File: config.mk
export PLATFORM = sky130hd
export DESIGN_NAME = shift_sequencer
export DESIGN_NICKNAME = d
export VERILOG_FILES = /design/src/rtl/shift_seq_pkg.sv /design/src/rtl/shift_step_comb.sv /design/src/rtl/shift_sequencer.sv
export SDC_FILE = /design/constraint.sdc
export NUM_CORES = 1
export LEC_CHECK = 0
export ABC_CLOCK_PERIOD_IN_PS = 3200
export CORE_ASPECT_RATIO = 0.7
export CORE_UTILIZATION = 54
export DETAILED_ROUTE_END_ITERATION = 16
export PLACE_DENSITY = 0.81
export SLEW_MARGIN = 0
export SYNTH_ARGS = -nofsm -noshare
export SYNTH_HDL_FRONTEND = slang
export SYNTH_SLANG_ARGS = --single-unit
File: constraint.sdc
create_clock -name clk -period 3.2 [get_ports clk]
set_input_delay 0.32 -clock clk [delete_from_list [all_inputs] [get_ports clk]]
set_output_delay 0.32 -clock clk [all_outputs]
set_load 0.02 [all_outputs]
File: src/rtl/shift_seq_pkg.sv
// Shared types and step-size helper for the iterative shift sequencer.
package shift_seq_pkg;

  typedef enum logic [1:0] {
    IDLE  = 2'd0,
    SHIFT = 2'd1,
    DONE  = 2'd2
  } state_t;

  typedef enum logic {
    DIR_RIGHT = 1'b0,
    DIR_LEFT  = 1'b1
  } dir_t;

  function automatic int unsigned step_size(input int unsigned remaining, input int unsigned n);
    return (remaining < n - 1) ? remaining : n - 1;
  endfunction

endpackage

File: src/rtl/shift_step_comb.sv
// Combinational N-bit logical (zero-fill) shifter by 0..N-1 positions.
module shift_step_comb
  import shift_seq_pkg::*;
#(
  parameter int unsigned N = 8
) (
  input  logic [N-1:0]         data,
  input  logic [$clog2(N)-1:0] step,
  input  dir_t                 direction,
  output logic [N-1:0]         result
);

  always_comb begin
    result = '0;
    if (direction == DIR_LEFT) result = data << step;
    else                       result = data >> step;
  end

endmodule

File: src/rtl/shift_sequencer.sv
// Multi-cycle logical shifter: large amounts are applied in steps of at most N-1.
// Optional macro SHIFT_SEQ_EARLY_ZERO_EN: amounts >= N complete in one edge with zero data.
module shift_sequencer
  import shift_seq_pkg::*;
#(
  parameter int unsigned N     = 8,
  parameter int unsigned AMT_W = 8
) (
  input  logic             clk,
  input  logic             rst_n,
  input  logic             in_valid,
  output logic             in_ready,
  input  logic [N-1:0]     in_data,
  input  logic [AMT_W-1:0] in_amount,
  input  logic             in_direction,
  output logic             out_valid,
  input  logic             out_ready,
  output logic [N-1:0]     out_data,
  output logic             busy
);

  localparam int unsigned STEP_W = $clog2(N);

  state_t           state_q, state_d;
  logic [N-1:0]     data_q, data_d;
  dir_t             dir_q, dir_d;
  logic [AMT_W-1:0] rem_q, rem_d;
  logic [STEP_W-1:0] step;
  logic [N-1:0]     shifted;

  shift_step_comb #(.N(N)) u_step (
    .data      (data_q),
    .step      (step),
    .direction (dir_q),
    .result    (shifted)
  );

  always_ff @(posedge clk or negedge rst_n) begin
    if (!rst_n) begin
      state_q <= IDLE;
      data_q  <= '0;
      dir_q   <= DIR_RIGHT;
      rem_q   <= '0;
    end else begin
      state_q <= state_d;
      data_q  <= data_d;
      dir_q   <= dir_d;
      rem_q   <= rem_d;
    end
  end

  always_comb begin
    state_d = state_q;
    data_d  = data_q;
    dir_d   = dir_q;
    rem_d   = rem_q;
    step    = STEP_W'(step_size(32'(rem_q), N));
    unique case (state_q)
      IDLE: begin
        if (in_valid) begin
          data_d = in_data;
          dir_d  = dir_t'(in_direction);
          rem_d  = in_amount;
          if (in_amount == '0) state_d = DONE;
          else                 state_d = SHIFT;
`ifdef SHIFT_SEQ_EARLY_ZERO_EN
          if (32'(in_amount) >= 32'(N)) begin
            data_d  = '0;
            rem_d   = '0;
            state_d = DONE;
          end
`endif
        end
      end
      SHIFT: begin
        data_d = shifted;
        rem_d  = rem_q - AMT_W'(step);
        if (rem_d == '0) state_d = DONE;
      end
      DONE: begin
        if (out_ready) state_d = IDLE;
      end
      default: state_d = IDLE;
    endcase
  end

  assign in_ready  = (state_q == IDLE);
  assign busy      = (state_q != IDLE);
  assign out_valid = (state_q == DONE);
  assign out_data  = out_valid ? data_q : '0;

endmodule

-- Word level (Yosys, flattened, before mapping)
Index checks and enable logic that the tools add are counted.
- $add $sub $neg: 1
- multiply operators: 0
- divide/modulo/power cells: 0
- magnitude comparators: 1
- equality and inequality tests: 5
- shifts and indexed selects: 2
- muxes and demuxes: 12
- bitwise logic cells: 0
- reductions and logical operators: 8
- operators by type and width (operator ; count):
    $mux W8 ; 4
    $pmux W8 S2 ; 2
    $logic_not A8 Y1 ; 2
    $lt A8 B3 Y1 const B ; 1
    $mux W2 ; 4
    $shl A8 B3 Y8 ; 1
    $shr A8 B3 Y8 ; 1
    $sub A8 B3 Y8 ; 1
    $pmux W2 S3 ; 1
    $ne A2 B2 Y1 const B ; 2
    $reduce_and A2 Y1 ; 2
    $reduce_bool A2 Y1 ; 2
    $mux W3 ; 1
    $reduce_and A3 Y1 ; 1
    $eq A2 B1 Y1 const B ; 1
    $eq A2 B2 Y1 const B ; 1
    $logic_not A2 Y1 ; 1
    $ne A2 B1 Y1 const B ; 1
- bits in registers: 19
- latch bits: 0
- memory bits (writable): 0
- ROM bits: 0
- bits of input ports: 21
- output and inout port bits: 11
- memories kept: 0

-- Logic depth before layout (Yosys ltp)
Gate-level depths: netlist (run 1).
- depth after elaboration: 6
- depth in mapped cells: 10

-- Cells and area by module
A second synthesis (run 1) with hierarchy kept.
- cells, all modules: 223
- area total of the unflattened synthesis: 1735.4 µm²
- modules (own cells, without submodules) (module ; times used ; cells an instance ; area each (µm²) ; sequential area each (µm²)):
    shift_sequencer ; 1 ; 145 ; 1234.9 ; 475.5
    shift_step_comb ; 1 ; 78 ; 500.5 ; 0.0

-- Worst setup path after synthesis (run 1)
No wires, ideal clock.
- path kind: flip-flop to flip-flop
- from: reg rem_q[0]
- to: reg state_q[1]
- data arrival time: 2.328 ns
- setup slack: 0.752 ns
- stages on the path, launching flop included: 11
- path buffers: 3
- cells stage by stage: dfrtp_1 -> clkbuf_1 -> clkbuf_1 -> clkbuf_1 -> nand2b_1 -> ha_1 -> nand2_1 -> a31oi_1 -> o21ai_0 -> and4_1 -> a31o_2
- word-level cells in the longest chain between the ends: 6
- RTL lines (element ; RTL line ; RTL):
    from (decl) ; shift_sequencer.sv:27 ; logic [AMT_W-1:0] rem_q, rem_d;
    from (signal assigned) ; shift_sequencer.sv:48 ; rem_q <= rem_d;
    $lt A8 B3 Y1 ; shift_seq_pkg.sv:16 ; return (remaining < n - 1) ? remaining : n - 1;
    $mux W3 ; shift_seq_pkg.sv:16 ;
    $sub A8 B3 Y8 (*) ; shift_sequencer.sv:77 ; rem_d = rem_q - AMT_W'(step);
    $logic_not A8 Y1 (*) ; shift_sequencer.sv:78 ; if (rem_d == '0) state_d = DONE;
    $ne A2 B2 Y1 (no source line) (*) ; - ;
    $reduce_and A3 Y1 (no source line) (*) ; - ;
    to (signal assigned) ; shift_sequencer.sv:45 ; state_q <= state_d;
    to (decl) ; shift_sequencer.sv:24 ; state_t state_q, state_d;
Every way passes the cells marked *; elsewhere a longest branch is shown, timed or not.
A chain may end at the register's enable or synchronous reset.

-- Worst setup path in the final report (run 1)
- from: reg rem_q[4]
- to: reg state_q[0]
The elaborated chain is that of the path after synthesis.

==> run summary, run 1 <==
Ys async rst share: 1.00
Vias in the first global route: 1859
Reg clk slew, reported paths: 70 ps
Simple-gate area share of the yosys netlist: 0.294
Clock tree root driver cell: clkbuf_8
Worst Tran Pin Value: 907 ps
PD cells: 834 nW/um^2
Initial Util: 0.585
Final GP Congestion: 0.978
Most common cell after layout, fill and taps aside: clkdlybuf4s50_1
Post-synthesis adder-cell area fraction: 0.00661
Reg power frac: 0.331
# DRC: 0
RSZ-0062 raised after global routing: no
Yosys cell types: 60
Sw Ratio: 0.513
Clock power share: 0.094
Avg Cell Area, Syn: 7.54 sq um
Outcome: finished, final reports clean
Avg WL per Cell: 19.2 um
Final Critical Period: 2660 ps
Initial antenna violation count: 0
Detailed Routing Iterations Pass 1: 5
Startpoint Class: flop
Crit path DAT: 2830 ps
RR Endpoint: state_q[0]
Core area: 3230 sq um
Combinational fraction of design power: 0.575
Synth Net Count: 273
Pint: 903 uW
Post-CTS Setup Inserts: 0
Sw power: 950 uW
Largest net degree at the start of global routing: 24
CTS tree: built
Multiplexer share of the synthesized area: 0.0615
Xor/xnor share of the synthesized area: 0
Area growth syn-to-layout: 17.4%
1st-iter DRT viols: 386
Hold buffer count at cts: 0
CTS Buffer Depth: 2
Slew headroom: 0.393
Final setup viols: 0
Final Cycle Share: 0.831
Worst Path Required: 3370 ps
Synth area leaders: dfrtp_1, a21oi_1, nand2_1, clkbuf_1, nor2_1
Slew Limit Fails: 0
Leakage: 0.840 nW
Design Power: 1.85 mW
Top FF cell, synth: dfrtp_1
Worst r2r path cells: 9
CTS resizes: 0
Largest family of logic cells by synthesized area: compound AO/OA/AOI/OAI gates
Final clock skew: 2.21 ps
Hold Fails Final Rpt: 0
Row cnt: 17
Setup TNS: 0 ps
Nets@finish: 286
Io pins: 32
Worst r2r src: rem_q[4]
Total number of vias: 2104
Maximum net fanout on the critical path: 10
H-tree lvl count: 1
DIE AREA: 3750 sq um
Hold crit path type: input pin to asynchronous set/reset pin
Share of Yosys cell area claimed by the top area cell type: 0.251
Fmax: 0.376 GHz
Vias per cell: 6.79
Post-Syn Area: 1890 sq um
Global route overflow: 0
Post-synth EDFFs: 0
Die Ht: 51.5 um
Buffers on Ports: 31
Most frequent cells in the layout: clkdlybuf4s50_1, nand2_1, nor2_1
GRT Overall Usage: 0.344
Ant diodes: 0
Seq/Total Area, Yosys: 0.251
Clk_lat worst skew: 260 ps
Max IR drop VDD: 0.388 mV
Layout cells sized above 1: 0.0875
Post-Syn Instances: 251
Ys Warns: 0
Synth Area in Compound Gates: 0.310
Cell taking the most area after synthesis: dfrtp_1
Max_cap viols: 0
Setup slack, reg-to-reg: 540 ps
CTS Buf Count: 3
Routed WL: 5950 um
Category of the most critical setup path: flop to flop
First-pass GRT wire length: 9620 um
Yosys reg bits: 19
Final HPWL DP: 4290 um
Final ANT Viol Nets: 0
Die width: 72.7 um
Setup crit end kind: flop
Clock sink count: 19
[metal layers]
layer  GRT usage  part of all wire
met1       0.544              0.47
met3      0.0756              0.13
met4      0.0686            0.0086
met2       0.469              0.39
met5           0                 0
[power groups by stage]
stage               Combinational [mW]  Clock [mW]  Sequential (mW)
floorplan                        0.996           0            0.388
global placement                  1.01           0            0.601
detailed placement                1.03           0            0.607
CTS                               1.04       0.178            0.601
global route                      1.15       0.188            0.640
finish                            1.06       0.175            0.613
[worst max-delay path, cell delays in order (launching register included)]
cell and delay, ps:
dfrtp_1 470, nor3_2 460, nand2_2 220, nand2b_1 160, ha_1 280, nand2_1 140
a31oi_1 220, o21ai_0 140, and4_1 200, a311oi_1 260
[layout make-up]
class | count | area (sq um)
fillers | 286 | 1010
repair buffers | 37 | 355
inverters | 4 | 15.0
flip-flops and latches | 19 | 475
multi-input cells | 199 | 1270
clock buffers | 4 | 45.0
well taps | 47 | 58.8
[flip-flops by register name, summed over array words and instances, names as in the netlist]
name     cells
data_q       8
dir_q        1
rem_q        8
state_q      2
[Yosys cell counts, drive strengths merged (6+ instances only)]
library cell and instances:
a21oi 19, and3 8, buf 6, clkbuf 23, dfrtp 19, mux2i 6
nand2 25, nand2b 10, nor2 20, nor2b 11, nor3 7, nor4 8
o21ai 11, o22ai 9
[worst max path at each step]
stage | end | cells after the start | slack [ps] | from
final | state_q[0] | 9 | 540 | rem_q[4]
after detailed placement | state_q[1] | 9 | 610 | rem_q[4]
after global routing | state_q[0] | 9 | 240 | rem_q[4]
after floorplan | state_q[1] | 10 | 750 | rem_q[0]
after CTS | state_q[1] | 9 | 600 | rem_q[4]
after global placement | state_q[1] | 9 | 750 | rem_q[4]
[cells by family after synthesis]
logic type      after synthesis
compound gates               82
fa+ha+maj                     1
buf+inv                      33
flops                        19
mux                          10
simple gates                106
[per-stage QoR]
stage               std cells  area (sq um)  setup slack [ps]  hold slack, ps   util
global placement          306          2180               755             633  0.673
CTS                       310          2220               597             602  0.687
finish                    310          2220               541             567  0.687
global route              310          2220               241             639  0.687
floorplan                 251          1890               752            24.4      -
detailed placement        306          2180               613             652  0.673
Power figures use the tool's default switching activity.
==> inputs of run 2 (changes only) <==
--- a/config.mk
+++ b/config.mk
@@ -5,7 +5,7 @@
 export SDC_FILE = /design/constraint.sdc
 export NUM_CORES = 1
 export LEC_CHECK = 0
-export ABC_CLOCK_PERIOD_IN_PS = 3200
+export ABC_CLOCK_PERIOD_IN_PS = 2700
 export CORE_ASPECT_RATIO = 0.7
 export CORE_UTILIZATION = 54
 export DETAILED_ROUTE_END_ITERATION = 16
==> constraint.sdc (replaced) <==
create_clock -name clk -period 2.7 [get_ports clk]
set_input_delay 0.27 -clock clk [delete_from_list [all_inputs] [get_ports clk]]
set_output_delay 0.27 -clock clk [all_outputs]
set_load 0.02 [all_outputs]
==> run 2 against run 1 <==
Net effect: global-route usage up 0.37 points; combinational power up 27%; first-iteration DRC count down 6.2%; critical path depth down 6; clock-buffer cell count unchanged; sequential share of layout area down 0.29 points; critical path type is now flop to primary output; largest cell class unchanged.
==> run summary, run 2 (same netlist as run 1, synthesis figures left out) <==
Combinational fraction of design power: 0.604 (+0.029)
Routing usage on met2: 0.441 (-0.0280)
Fmax: 0.420 GHz
Routed WL: 6010 um (+0.87%)
CTS tree: built
Top Registers: data_q (8), rem_q (8), state_q (2)
Slew headroom: 0.537 (+0.144)
Vias in the first global route: 1888 (+1.6%)
First-pass GRT wire length: 9760 um (+1.4%)
CTS resizes: 0 (unchanged)
Leakage: 0.860 nW (+2.4%)
Total number of vias: 2175 (+3.4%)
Sw Ratio: 0.509 (-0.00375)
Setup TNS: 0 ps (unchanged)
Final Cycle Share: 0.882
Clock tree root driver cell: clkbuf_8
Crit path DAT: 2110 ps (-720 ps)
Hold_ws: 337 ps (-230 ps)
Ant diodes: 0 (unchanged)
Final HPWL DP: 4370 um (+1.8%)
Final setup viols: 0 (unchanged)
Avg WL per Cell: 19.1 um (-0.41%)
Reg power frac: 0.302 (-0.029)
Final Critical Period: 2380 ps
Worst Tran Pin Value: 692 ps (-216 ps)
DP Cell Count: 310 (+1.3%)
Slowest CP cell: dfrtp_1
Category of the most critical setup path: flop to primary output
Buffers on Ports: 31 (unchanged)
Worst Path Required: 2430 ps (-940 ps)
DIE AREA: 3750 sq um (unchanged)
Largest net degree at the start of global routing: 34 (+42%)
Pint: 1.10 mW (+22%)
Post-CTS Setup Inserts: 0 (unchanged)
Outcome: finished, final reports clean
Initial Util: 0.585 (unchanged)
GRT Overall Usage: 0.348 (+0.00369)
Setup crit end kind: primary output
Io pins: 32 (unchanged)
Die Ht: 51.5 um (unchanged)
Core area: 3230 sq um (unchanged)
Met1 Usage GRT: 0.552 (+0.00786)
CTS Buffer Depth: 2 (unchanged)
PD cells: 993 nW/um^2 (+19%)
Hold crit path type: input pin to asynchronous set/reset pin
Crit-path cells: inv_1 > nor3_1 > clkdlybuf4s50_1
Post-layout util: 0.696 (+0.00929)
Final clock skew: 2.01 ps (-0.200 ps)
RSZ-0062 raised after global routing: no
Final GP Congestion: 0.995 (+1.7%)
Most common cell after layout, fill and taps aside: clkdlybuf4s50_1
Layout cells sized above 1: 0.101 (+0.0137)
Hold buffer count at cts: 0 (unchanged)
Sw power: 1.14 mW (+20%)
Clk_lat worst skew: 260 ps (about the same)
# DRC: 0 (unchanged)
Initial antenna violation count: 0 (unchanged)
Nets@finish: 290 (+1.4%)
Clock sink count: 19 (unchanged)
Final ANT Viol Nets: 0 (unchanged)
Met3 Track Usage GR: 0.107 (+0.0310)
Hold Fails Final Rpt: 0 (unchanged)
Gr busiest metal: met1
Critical Path Max Stage Delay: 710 ps (+240 ps)
Reg clk slew, reported paths: 80 ps (about the same)
Most frequent cells in the layout: clkdlybuf4s50_1, nand2_1, nor2_1
Design Power: 2.23 mW (+21%)
Die width: 72.7 um (unchanged)
Row cnt: 17 (unchanged)
Vias per cell: 6.93 (+2.1%)
Maximum net fanout on the critical path: 18 (+8)
Detailed Routing Iterations Pass 1: 5 (unchanged)
Startpoint Class: flop
Area growth syn-to-layout: 19.0%
Global route overflow: 0 (unchanged)
Layout fillers: 283 (-1.0%)
Max_cap viols: 0 (unchanged)
H-tree lvl count: 1 (unchanged)
Clock power share: 0.093 (about the same)
Slew Limit Fails: 0 (unchanged)
Max IR drop VDD: 0.466 mV (+20%)
CTS Buf Count: 3 (unchanged)
1st-iter DRT viols: 362 (-6.2%)
Layout Cells excl Fill: 314 (+1.3%)
## run 2: final cells by class
cell class	instances	area (sq um)	area share
clock buffers	4	45.0	0.0200
flip-flops and latches	19	475	0.211
multi-input cells	199	1270	0.565
well taps	47	58.8	0.0261
inverters	4	15.0	0.00667
repair buffers	41	385	0.171
## run 2: metrics by stage
step	setup slack, ps	instance area (sq um)
after global routing	121	2250
after CTS	361	2250
after global placement	524	2210
after floorplan	252	1890
final	320	2250
after detailed placement	429	2210
## run 2: path summary, 6_finish.rpt
check / start / end / slack (ps) / cells after the start
worst min register to register: rem_q[7] / rem_q[7] / 680 / 2
worst min-delay path: rst_n / data_q[3] / 340 / 2
max in group asynchronous: rst_n / data_q[7] / 2150 / 2
min in group clk: in_amount[7] / rem_q[7] / 590 / 3
worst max-delay path: state_q[1] / out_data[7] / 320 / 3
worst max register to register: rem_q[4] / state_q[1] / 360 / 9
## run 2: power groups by stage
stage / sequential [mW] / clock [mW] / combinational (mW)
2_1_floorplan: 0.459 / 0 / 1.18
3_3_place_gp: 0.659 / 0 / 1.29
3_5_place_dp: 0.663 / 0 / 1.31
4_1_cts: 0.657 / 0.210 / 1.31
5_1_grt: 0.697 / 0.226 / 1.47
6_report: 0.676 / 0.208 / 1.35
## run 2: worst max-delay path: cells and delay by family, from the launching register on
kind / cells / cell delay, ps
buf+inv: 2 / 910
flops: 1 / 710
simple gates: 1 / 230
## run 2: layer usage
layer	part of all wire	up-vias
met3	0.15	16
met5	0	-
met2	0.38	194
met1	0.45	987
met4	0.016	0
li1	-	978
